## src/rtl/rf_dump_pkg.sv

```systemverilog
// rf_dump_pkg: shared definitions for the register-file dump block.
//   state_t        - sequencing FSM states (IDLE, LOAD, SEND)
//   BYTES_PER_WORD - payload bytes per 32-bit register word
//   HDR_PREFIX     - upper bits of the optional per-register header byte
//   BYTES_PER_REG  - bytes actually sent per register (header included)
//   SHIFT_W        - width of the serializer shift register
// Build option: define RF_DUMP_INDEX_EN to prefix every register with an
// index header byte {HDR_PREFIX, index}.
package rf_dump_pkg;

  typedef enum logic [1:0] {
    ST_IDLE = 2'd0,
    ST_LOAD = 2'd1,
    ST_SEND = 2'd2
  } state_t;

  localparam int BYTES_PER_WORD = 4;
  localparam logic [2:0] HDR_PREFIX = 3'b000;

`ifdef RF_DUMP_INDEX_EN
  localparam int BYTES_PER_REG = BYTES_PER_WORD + 1;
`else
  localparam int BYTES_PER_REG = BYTES_PER_WORD;
`endif

  localparam int SHIFT_W = 8 * BYTES_PER_REG;

  function automatic logic [7:0] hdr_byte(input logic [4:0] idx);
    return {HDR_PREFIX, idx};
  endfunction

endpackage

```

## src/rtl/rf_dump_ser.sv

```systemverilog
// rf_dump_ser: byte serializer for one register word.
//   clk, rst     - clock, asynchronous active-high reset
//   load_i       - capture word_i (and index_i when headers are enabled)
//   word_i       - 32-bit register snapshot
//   index_i      - register index for the header byte (RF_DUMP_INDEX_EN only)
//   tx_ready_i   - downstream ready
//   tx_data_o    - current byte (top byte of the shift register)
//   tx_valid_o   - byte valid; held until accepted
//   last_o       - handshake on the final byte of this word (combinational)
// Build option: RF_DUMP_INDEX_EN adds the header byte in front of the word.
module rf_dump_ser
  import rf_dump_pkg::*;
#(
  parameter int LSB_FIRST = 1
) (
  input  logic        clk,
  input  logic        rst,
  input  logic        load_i,
  input  logic [31:0] word_i,
`ifdef RF_DUMP_INDEX_EN
  input  logic [4:0]  index_i,
`endif
  input  logic        tx_ready_i,
  output logic [7:0]  tx_data_o,
  output logic        tx_valid_o,
  output logic        last_o
);

  localparam logic [2:0] LAST_CNT = 3'(BYTES_PER_REG - 1);

  logic [31:0]        word_ord;
  logic [SHIFT_W-1:0] load_val;
  logic [SHIFT_W-1:0] shift_q, shift_d;
  logic [2:0]         cnt_q, cnt_d;
  logic               valid_q, valid_d;
  logic               fire;

  // Bytes always leave from the top of the shift register, so arrange the
  // word so that the first byte to send sits in the top lane.
  genvar gi;
  generate
    for (gi = 0; gi < BYTES_PER_WORD; gi++) begin : g_order
      if (LSB_FIRST != 0) begin : g_lsb
        assign word_ord[8*gi +: 8] = word_i[8*(BYTES_PER_WORD-1-gi) +: 8];
      end else begin : g_msb
        assign word_ord[8*gi +: 8] = word_i[8*gi +: 8];
      end
    end
  endgenerate

`ifdef RF_DUMP_INDEX_EN
  assign load_val = {hdr_byte(index_i), word_ord};
`else
  assign load_val = word_ord;
`endif

  assign fire       = valid_q && tx_ready_i;
  assign last_o     = fire && (cnt_q == LAST_CNT);
  assign tx_data_o  = shift_q[SHIFT_W-1 -: 8];
  assign tx_valid_o = valid_q;

  always_comb begin
    shift_d = shift_q;
    cnt_d   = cnt_q;
    valid_d = valid_q;
    if (load_i) begin
      shift_d = load_val;
      cnt_d   = 3'd0;
      valid_d = 1'b1;
    end else if (fire) begin
      shift_d = {shift_q[SHIFT_W-9:0], 8'h00};
      if (cnt_q == LAST_CNT) begin
        valid_d = 1'b0;
      end else begin
        cnt_d = cnt_q + 3'd1;
      end
    end
  end

  always_ff @(posedge clk or posedge rst) begin
    if (rst) begin
      shift_q <= '0;
      cnt_q   <= 3'd0;
      valid_q <= 1'b0;
    end else begin
      shift_q <= shift_d;
      cnt_q   <= cnt_d;
      valid_q <= valid_d;
    end
  end

endmodule

```

## src/rtl/rf_dump.sv

```systemverilog
// rf_dump: streams a range of register-file entries out as bytes.
//   clk, rst         - clock, asynchronous active-high reset
//   start            - dump request, honoured only in IDLE (not on a done cycle)
//   lo_idx, hi_idx   - first/last register index, latched on start
//   reg_sel          - registered debug read select into the register file
//   reg_data         - combinational read data for reg_sel
//   tx_data/tx_valid/tx_ready - byte stream with valid/ready handshake
//   busy             - high whenever the FSM is not IDLE
//   done             - one-cycle pulse on return to IDLE after the last byte
// Parameter LSB_FIRST: 1 = little-endian byte order per word, 0 = big-endian.
// Build option: RF_DUMP_INDEX_EN prefixes each register with an index byte.
module rf_dump
  import rf_dump_pkg::*;
#(
  parameter int LSB_FIRST = 1
) (
  input  logic        clk,
  input  logic        rst,
  input  logic        start,
  input  logic [4:0]  lo_idx,
  input  logic [4:0]  hi_idx,
  output logic [4:0]  reg_sel,
  input  logic [31:0] reg_data,
  output logic [7:0]  tx_data,
  output logic        tx_valid,
  input  logic        tx_ready,
  output logic        busy,
  output logic        done
);

  state_t     state_q, state_d;
  logic [4:0] idx_q, idx_d;
  logic [4:0] hi_q, hi_d;
  logic       done_q, done_d;
  logic       load;
  logic       ser_last;

  // The current index doubles as the register-file select, so reg_sel is
  // registered and stays put for the whole LOAD cycle.
  assign reg_sel = idx_q;
  assign busy    = (state_q != ST_IDLE);
  assign done    = done_q;

  always_comb begin
    state_d = state_q;
    idx_d   = idx_q;
    hi_d    = hi_q;
    done_d  = 1'b0;
    load    = 1'b0;
    case (state_q)
      ST_IDLE: begin
        // A start coinciding with the done pulse is dropped.
        if (start && !done_q) begin
          hi_d    = hi_idx;
          idx_d   = lo_idx;
          state_d = ST_LOAD;
        end
      end
      ST_LOAD: begin
        load    = 1'b1;
        state_d = ST_SEND;
      end
      ST_SEND: begin
        if (ser_last) begin
          if (idx_q == hi_q) begin
            state_d = ST_IDLE;
            done_d  = 1'b1;
          end else begin
            idx_d   = idx_q + 5'd1;  // wraps 31 -> 0
            state_d = ST_LOAD;
          end
        end
      end
      default: state_d = ST_IDLE;
    endcase
  end

  always_ff @(posedge clk or posedge rst) begin
    if (rst) begin
      state_q <= ST_IDLE;
      idx_q   <= 5'd0;
      hi_q    <= 5'd0;
      done_q  <= 1'b0;
    end else begin
      state_q <= state_d;
      idx_q   <= idx_d;
      hi_q    <= hi_d;
      done_q  <= done_d;
    end
  end

  rf_dump_ser #(
    .LSB_FIRST(LSB_FIRST)
  ) u_ser (
    .clk        (clk),
    .rst        (rst),
    .load_i     (load),
    .word_i     (reg_data),
`ifdef RF_DUMP_INDEX_EN
    .index_i    (idx_q),
`endif
    .tx_ready_i (tx_ready),
    .tx_data_o  (tx_data),
    .tx_valid_o (tx_valid),
    .last_o     (ser_last)
  );

endmodule

```

## config.mk

```make
export PLATFORM = sky130hd
export DESIGN_NAME = rf_dump
export DESIGN_NICKNAME = d
export VERILOG_FILES = /design/src/rtl/rf_dump_pkg.sv /design/src/rtl/rf_dump_ser.sv /design/src/rtl/rf_dump.sv
export SDC_FILE = /design/constraint.sdc
export NUM_CORES = 1
export LEC_CHECK = 0
export BUFFER_PORTS_ARGS = -buffer_cell sky130_fd_sc_hd__buf_2
export CELL_PAD_IN_SITES_DETAIL_PLACEMENT = 1
export CELL_PAD_IN_SITES_GLOBAL_PLACEMENT = 2
export CORE_MARGIN = 1
export CORE_UTILIZATION = 35
export CTS_CLUSTER_DIAMETER = 50
export CTS_CLUSTER_SIZE = 24
export DETAILED_ROUTE_END_ITERATION = 12
export GPL_ROUTABILITY_DRIVEN = 0
export PLACE_DENSITY_LB_ADDON = 0.1
export SYNTH_ARGS = -nofsm -noshare
export SYNTH_HDL_FRONTEND = slang
export SYNTH_SLANG_ARGS = --single-unit
export TNS_END_PERCENT = 10
```

## constraint.sdc

```tcl
create_clock -name clk -period 2.5 [get_ports clk]
set_clock_uncertainty 0.1 [all_clocks]
set_input_delay 0 -clock clk [delete_from_list [all_inputs] [get_ports clk]]
set_output_delay 0 -clock clk [all_outputs]
set_load 0.02 [all_outputs]
```

==> results.cfg <==
[clocking]
numCtsBuffers = 5
cts_resized = 0
cts_tree = built
h-tree-depth = 2
root_buffer = clkbuf_8
clock_tree.buffer_depth = 2
worstSkewPairLatency_ns = 0.30
cts.sinks = 49
path_clk_slew_ns = 0.09

[synthesis]
synth_cells = 214
synth_cell_types = 33
ys_seq_area_frac = 0.5193
ys_ff_latch = 49
syn-cell-area_sq_mm = 0.002361
yosysWarnings = 0
syn-num-nets = 263
syn_avg_cell_area_sq_um = 11.03

[power]
comb_power_share = 0.425
sw_frac_of_total = 0.3816
total_power_mw = 3.482
power_density_mw_per_mm2 = 1075
cellLeakagePower_nw = 1.571
ir_drop_mv = 0.3664
p_clk_frac = 0.170
seqPwrFrac = 0.405
power.internal_mw = 2.153
switchingPower_mw = 1.329

[place]
dpl_cell_area_sq_mm = 0.002684
portBuffers = 61
dp_hpwl_um = 3630
place_inst = 335

[finish]
drive_above_1_share = 0.2774
design_area_sq_mm = 0.003241
areaGrowthSynthToFinish_pct = 37.26
nNetsFinal = 358
fin_cells = 387
antennaDiodeCount = 0

[worst_setup_path]
required_ns = 2.59
end_kind = flip-flop
cp_max_fo = 6
crit_type = flip-flop to flip-flop
critPathArrivalTime_ns = 1.93
startpoint_type = flip-flop

[sta]
rsz0062_at_grt = no
slew_violations = 0
slew-limit-headroom = 0.5581
timing.final.crit_share = 0.7353
fmax_ghz = 0.5440
worst_slew_pin_slew_ns = 0.6628
setup_viol = 0
tns_ns = 0
hold_violations = 0
post-route-min-period_ns = 1.838

[die]
rows = 29
ios = 62
die_area_sq_mm = 0.007078
die_y_um = 84.13
initial_core_util = 0.3676
die_w_um = 84.13
core_sq_mm = 0.006422

[global_routing]
grt_max_degree = 50
antenna_found_initial = 0
grt-ovfl-total = 0
grt_pass1_wl_um = 9625
grt_use_total = 0.1705
grt_pass1_vias = 2014

[run_status]
status = finished, violations left
violations = DRC

[drt]
wire_per_inst_um = 14.46
vias_per_cell = 4.879
drtIter0Drc = 64
drt-total-wl_um = 5595
dr.pass1.iters = 8
drc_errors = 10
dr_total_vias = 1888
ant_nets = 0

[worst_hold_path]
hp-class = input pin to flip-flop

[run]
maxCapViolCount = 0
## synth_stat cells (all sizes together)
cell      n  area share
dfrtp    49        0.52
mux2i    28        0.12
nand2    28       0.045
o21ai    25       0.053
buf      13       0.038
clkbuf    9       0.014
a22o      8       0.030
mux2      7       0.035
xnor2     6       0.022
a211oi    4       0.013
nor2      4      0.0064
a21oi     3       0.011
a2bb2oi   3       0.011
ha        3       0.016
inv       3      0.0048
nand4     3      0.0079
a21o      2      0.0064
a31oi     2      0.0053
and3      2      0.0058
nand2b    2      0.0053
nand3     2      0.0042
a221o     1      0.0042
a221oi    1      0.0037
nor2b     1      0.0027
nor3b     1      0.0053
nor4      1      0.0027
or2       1      0.0027
or2b      1      0.0032
or3b      1      0.0037
## cells by family after synthesis
kind of cell             after synthesis  synth area share
AO/OA/AOI/OAI                         49            0.1373
adder cells (fa/ha/maj)                3           0.01590
buffers and inverters                 25           0.05723
flip-flops                            49            0.5193
multiplexers                          35            0.1537
AND/OR/NAND/NOR                       47           0.09434
XOR/XNOR                               6           0.02226
## worst paths after layout
kind	to	startpoint	slack (ns)	cells past startpoint
min	hi_q[4]	start	0.13	3
max	reg_sel[1]	state_q[1]	0.66	4
max in group asynchronous	u_ser.shift_q[28]	rst	1.56	4
min in group asynchronous	u_ser.shift_q[25]	rst	0.30	4
min reg2reg	u_ser.shift_q[0]	u_ser.shift_q[0]	0.41	1
max reg2reg	reg_sel[1]	state_q[1]	0.66	4
## placed cells by master, fill, tap and decap left out, drive strengths merged, types with 2 or more instances in the layout
cell	n
dlygate4sd3	44
a211oi	4
inv	3
o21ai	25
dfrtp	49
nand2b	2
mux2i	28
a2bb2oi	3
a21o	2
nand4	3
buf	66
a31oi	2
nand2	28
a22o	8
a21oi	3
mux2	7
nand3	2
and3	2
ha	3
nor2	4
clkbuf	7
xnor2	6
## final cells by class
class / instances / area, sq um
Sequential cell: 49 / 1226
Clock inverter: 1 / 30.03
Multi-Input combinational cell: 140 / 1007
Fill cell: 715 / 3182
Timing Repair Buffer: 110 / 783.3
Clock buffer: 7 / 86.33
Tap cell: 77 / 96.34
Inverter: 3 / 11.26
## stage by stage
step / setup WS (ns) / hold WS, ns / util
2_1_floorplan: 0.7466 / 0.01684 / -
6_report: 0.6618 / 0.1326 / 0.5046
5_1_grt: 0.5412 / 0.1321 / 0.5046
3_3_place_gp: 0.7009 / 0.1052 / 0.4179
4_1_cts: 0.6447 / 0.1286 / 0.5046
3_5_place_dp: 0.6586 / 0.1098 / 0.4179
## worst max-delay path, cell delays in order, from the launching register on
cell,delay [ns]
dfrtp_1,0.45
or3b_1,0.39
a21o_1,0.27
a21oi_4,0.20
mux2_4,0.31
## per-layer routing
metal / part of all wire / routed length (um) / track usage
met4: 0.011 / 64 / 0.04702
met5: 0 / 0 / 0
met1: 0.46 / 2557 / 0.2175
met2: 0.49 / 2764 / 0.2958
met3: 0.037 / 209 / 0.03343
## flip-flops by register name, summed over array words and instances, names as in the netlist
register          cells
u_ser.shift_q        32
hi_q                  5
reg_sel               5
u_ser.cnt_q           3
state_q               2
done                  1
u_ser.tx_valid_o      1
## what timing repair did
action,4_1_cts,5_1_grt
buffers inserted,0,0
hold buffers,44,0
endpoints found under the hold margin,93,0
## power groups by stage
stage	Clock (mW)	Sequential, mW	Combinational, mW
final	0.592	1.41	1.48
after global routing	0.650	1.46	1.65
after CTS	0.616	1.42	1.50
after detailed placement	0	1.43	1.45
after global placement	0	1.43	1.43
after floorplan	0	1.38	1.17
No activity file was read; power rests on OpenSTA's default activity.
